## src/rtl/demux16_pkg.sv

```systemverilog
// rtl/demux16_pkg.sv - shared types and constants for the mux16 deserializer
package demux16_pkg;

    localparam int WORD_W      = 16;
    localparam int IDX_W       = 4;
    localparam int TIMEOUT_DEF = 32;

    localparam logic [IDX_W-1:0] FIRST_IDX = '0;
    localparam logic [IDX_W-1:0] LAST_IDX  = IDX_W'(WORD_W - 1);

    typedef enum logic {
        IDLE    = 1'b0,
        COLLECT = 1'b1
    } state_t;

    // Shadow contents at frame start: bit 0 captured, every other bit cleared.
    function automatic logic [WORD_W-1:0] frame_start(input logic d);
        return {{(WORD_W-1){1'b0}}, d};
    endfunction

endpackage

```

## src/rtl/demux16_tmo.sv

```systemverilog
// rtl/demux16_tmo.sv - idle-cycle watchdog for a partially collected frame
module demux16_tmo #(
    parameter int TIMEOUT = 32
) (
    input  logic clk,
    input  logic rst_n,
    input  logic busy,
    input  logic valid,
    output logic expire
);

    localparam int CW = $clog2(TIMEOUT + 1);

    logic [CW-1:0] cnt;

    // Fires on the TIMEOUT-th consecutive idle cycle of a frame.
    assign expire = busy && !valid && (cnt == CW'(TIMEOUT - 1));

    // Count consecutive idle cycles while busy; any bit or leaving COLLECT restarts it.
    always_ff @(posedge clk or negedge rst_n) begin
        if (!rst_n) begin
            cnt <= '0;
        end else if (!busy || valid || expire) begin
            cnt <= '0;
        end else begin
            cnt <= cnt + 1'b1;
        end
    end

endmodule

```

## src/rtl/demux16_deser.sv

```systemverilog
// rtl/demux16_deser.sv - reassembles a 16-bit word from indexed serial bits (option: DEMUX16_TIMEOUT_EN)
module demux16_deser
    import demux16_pkg::*;
#(
    parameter int TIMEOUT = TIMEOUT_DEF
) (
    input  logic              CLK,
    input  logic              RST_N,
    input  logic              D,
    input  logic [IDX_W-1:0]  C,
    input  logic              VALID,
    output logic [WORD_W-1:0] Q,
    output logic              DONE,
    output logic              BUSY,
    output logic              ERR
);

    state_t             state;
    logic [IDX_W-1:0]   exp_idx;
    logic [WORD_W-1:0]  shadow;
    logic               tmo_expire;

`ifdef DEMUX16_TIMEOUT_EN
    demux16_tmo #(
        .TIMEOUT (TIMEOUT)
    ) u_tmo (
        .clk    (CLK),
        .rst_n  (RST_N),
        .busy   (BUSY),
        .valid  (VALID),
        .expire (tmo_expire)
    );
`else
    logic [31:0] unused_timeout;
    assign unused_timeout = TIMEOUT;
    assign tmo_expire     = 1'b0;
`endif

    assign BUSY = (state == COLLECT);

    // Frame FSM: accept in-order bits, publish on index 15, abort on any skip.
    always_ff @(posedge CLK or negedge RST_N) begin
        if (!RST_N) begin
            state   <= IDLE;
            exp_idx <= '0;
            shadow  <= '0;
            Q       <= '0;
            DONE    <= 1'b0;
            ERR     <= 1'b0;
        end else begin
            DONE <= 1'b0;
            ERR  <= 1'b0;
            case (state)
                IDLE: begin
                    if (VALID) begin
                        if (C == FIRST_IDX) begin
                            shadow  <= frame_start(D);
                            exp_idx <= IDX_W'(1);
                            state   <= COLLECT;
                        end else begin
                            ERR <= 1'b1;
                        end
                    end
                end
                COLLECT: begin
                    if (VALID) begin
                        if (C == exp_idx) begin
                            shadow[C] <= D;
                            if (C == LAST_IDX) begin
                                // Q takes the shadow plus this final bit on the same edge.
                                Q       <= {D, shadow[WORD_W-2:0]};
                                DONE    <= 1'b1;
                                exp_idx <= '0;
                                state   <= IDLE;
                            end else begin
                                exp_idx <= exp_idx + 1'b1;
                            end
                        end else begin
                            ERR <= 1'b1;
                            if (C == FIRST_IDX) begin
                                // An out-of-order index 0 is the start of a fresh frame.
                                shadow  <= frame_start(D);
                                exp_idx <= IDX_W'(1);
                            end else begin
                                exp_idx <= '0;
                                state   <= IDLE;
                            end
                        end
                    end else if (tmo_expire) begin
                        ERR     <= 1'b1;
                        exp_idx <= '0;
                        state   <= IDLE;
                    end
                end
                default: begin
                    exp_idx <= '0;
                    state   <= IDLE;
                end
            endcase
        end
    end

endmodule
```

## config.mk

```make
export PLATFORM = sky130hd
export DESIGN_NAME = demux16_deser
export DESIGN_NICKNAME = d
export VERILOG_FILES = /design/src/rtl/demux16_pkg.sv /design/src/rtl/demux16_tmo.sv /design/src/rtl/demux16_deser.sv
export SDC_FILE = /design/constraint.sdc
export NUM_CORES = 1
export LEC_CHECK = 0
export BUFFER_PORTS_ARGS = -buffer_cell sky130_fd_sc_hd__buf_4
export CAP_MARGIN = 20
export CORE_MARGIN = 2
export CORE_UTILIZATION = 42
export DETAILED_ROUTE_END_ITERATION = 8
export GPL_TIMING_DRIVEN = 0
export PLACE_DENSITY_LB_ADDON = 0.25
export RECOVER_POWER = 25
export SETUP_SLACK_MARGIN = 0.1
export SYNTH_ARGS = -nofsm -noshare
export SYNTH_HDL_FRONTEND = slang
export SYNTH_SLANG_ARGS = --single-unit
export TNS_END_PERCENT = 1
```

## constraint.sdc

```tcl
create_clock -name CLK -period 4.5 [get_ports CLK]
set_clock_uncertainty 0.2 [all_clocks]
set_input_delay 0.9 -clock CLK [delete_from_list [all_inputs] [get_ports CLK]]
set_output_delay 0.9 -clock CLK [all_outputs]
set_load 0.02 [all_outputs]
```

==> results.json <==
{
  "clockBufferDepth": 2,
  "synth_seq_cells": 38,
  "path_max_fanout": 10,
  "p_seq_share_pct": 54.4,
  "drive_above_1_share_pct": 27.1,
  "cts_buffers": 5,
  "grt_max_degree": 39,
  "worstMarginPinSlew_ps": 1950,
  "drc": 0,
  "synth-xor-area-share_pct": 2.95,
  "finalHoldViolCount": 0,
  "cts_max_level": 2,
  "yosysMostFrequentCell": "dfrtp_1",
  "io_pins": 27,
  "leakagePower_nw": 1.01,
  "critPathKind": "in -> reg",
  "synth_compound_area_share_pct": 9.91,
  "holdWs_ps": 303,
  "clock_sinks": 38,
  "synth_largest_area_cell": "dfrtp_1",
  "vias": 1486,
  "synthAdderAreaFrac_pct": 0.627,
  "yosysUniqueCellTypes": 36,
  "clockPowerShare_pct": 29.7,
  "cp-start-kind": "primary input",
  "drt_wl_total_microns": 3790,
  "p_switching_uw": 206,
  "wl_per_cell_microns": 13.9,
  "fin_crit_ps": 2510,
  "clk_latency_ps": 280,
  "slew_violations": 39,
  "synth_nets": 197,
  "clk_pin_slew_ps": 60,
  "synth_top_area_share_pct": 47.7,
  "status": "finished with violations",
  "rows": 25,
  "drtIter0Drc": 80,
  "setup_violations": 0,
  "grt_pass1_vias": 1444,
  "synth_warnings": 0,
  "fillers": 444,
  "power_frac_comb_pct": 15.9,
  "drtAntennaViolNets": 0,
  "synth_flop_cell": "dfrtp_1",
  "p_sw_share_pct": 27.4,
  "gp_congestion": 0.837,
  "relSlewSlack_pct": -30.1,
  "synthMuxAreaShare_pct": 11.5,
  "nets": 228,
  "postSynthAreaPerCell_sq_um": 10.6,
  "fp.dieH_microns": 72.9,
  "hold_buffers": 0,
  "placement.io_buffers": 24,
  "critical_path_arrival_ps": 2470,
  "synth_edf_count": 0,
  "worstPathRequired_ps": 4460,
  "viasPerCell": 5.46,
  "tns_ps": 0,
  "post-route-period-util_pct": 55.8,
  "crit_path_end_kind": "register",
  "track_usage_pct": 16.9,
  "p_per_area_mw_per_mm2": 324,
  "areaGrowthSynthToFinish_pct": 16.4,
  "n_antenna_cell": 0,
  "syn_area_sq_mm": 0.00199,
  "violations": "capacitance limit, slew limit",
  "cts-root-buf": "clkbuf_8",
  "ys_seq_area_share_pct": 47.7,
  "die_x_microns": 72.9,
  "synth.area.top_cells": "dfrtp_1 48%, mux2_4 7.5%, o211ai_1 5.6%, nand4_1 4.4%, nand3_1 4.0%",
  "rsz0062_at_grt": "false",
  "overflow": 0,
  "synth_top_family_by_area": "simple AND/OR/NAND/NOR gates",
  "core_area_sq_mm": 0.00466,
  "post_cts_buffers": 0,
  "antenna_found_initial": 0,
  "cts_resized": 0,
  "hold_class": "reg -> reg",
  "initial_utilization_pct": 42.8,
  "drt_pass1_iterations": 4,
  "max_freq_ghz": 0.398,
  "synth.top_cells.by_count": "38 x dfrtp_1, 19 x nand2_1, 16 x inv_1, 16 x nand3_1, 15 x o211ai_1",
  "syn_inst": 188,
  "maxCapViolCount": 1,
  "synthSimpleGateAreaFrac_pct": 19.8,
  "cts_tree": "done",
  "internal_power_uw": 546,
  "grt_pass1_wl_microns": 6990,
  "dieArea_sq_mm": 0.00532,
  "async_reset_ff_share_pct": 100,
  "ir_worst_vdd_mv": 0.142,
  "hpwl_microns": 2770
}
[power groups by stage]
stage,registers [mW],clock network (mW),logic [mW]
2_1_floorplan,0.410,0,0.0845
3_3_place_gp,0.416,0,0.119
3_5_place_dp,0.417,0,0.120
4_1_cts,0.410,0.231,0.120
5_1_grt,0.416,0.248,0.137
6_report,0.409,0.224,0.119
[registers in the layout, indices dropped and copies added (netlist names)]
register / flops
shadow: 15
ERR: 1
BUSY: 1
Q: 16
exp_idx: 4
DONE: 1
[path summary, 6_finish.rpt]
check / from / to / slack (ps) / cells past startpoint
hold reg to reg: shadow[11] / Q[11] / 300 / 1
hold / removal: shadow[11] / Q[11] / 300 / 1
setup reg to reg: exp_idx[0] / Q[7] / 2380 / 6
max in group asynchronous: RST_N / Q[1] / 2020 / 1
setup / recovery: C[0] / shadow[13] / 1990 / 6
min in group asynchronous: RST_N / shadow[3] / 960 / 1
[kinds of logic (layout without fill, tap and decap cells)]
kind of cell	count (synthesis)	count (layout)
flip-flops	38	38
AO/OA/AOI/OAI	26	26
AND/OR/NAND/NOR	72	72
multiplexers	17	17
XOR/XNOR	5	5
buffers and inverters	29	59
adder cells (fa/ha/maj)	1	1
[critical path, stage by stage]
cell and delay (ps):
buf_4 150, nor4_1 740, nand2_1 210, o21ai_2 180, buf_6 190, o211ai_1 90
[through the flow]
stage	util [%]	area (sq um)	power (mW)	cells	setup slack (ps)
2_1_floorplan	-	1990	0.495	188	1940
3_3_place_gp	48.1	2240	0.535	266	1710
3_5_place_dp	48.1	2240	0.537	266	1750
4_1_cts	49.9	2320	0.762	272	2050
5_1_grt	49.8	2320	0.802	272	1560
6_report	49.8	2320	0.752	272	1990
[layout by cell type, fill, tap and decap left out, types with 4 or more instances in the layout]
cell type and instances:
dfrtp_1 38, buf_4 25, nand2_1 19, inv_1 16, nand3_1 16, o211ai_1 15
nand4_1 14, mux2_4 10, mux2_2 7, clkbuf_8 6, clkbuf_1 4, nor2_1 4
nor2b_1 4
[metal layers]
layer	vias up	global-route usage, %	routed length (microns)
li1	740	-	-
met1	714	24.2	1860
met2	27	25.4	1750
met3	5	4.14	136
met4	0	4.94	42
met5	-	0	0
[cell type report]
class | count | area [sq um] | share of cell area, %
Timing Repair Buffer | 24 | 176 | 7.60
Sequential cell | 38 | 951 | 41.0
Inverter | 16 | 60.1 | 2.59
Multi-Input combinational cell | 121 | 893 | 38.5
Clock buffer | 6 | 82.6 | 3.56
Buffer | 13 | 90.1 | 3.88
Tap cell | 54 | 67.6 | 2.91
No activity file was read; power rests on OpenSTA's default activity.
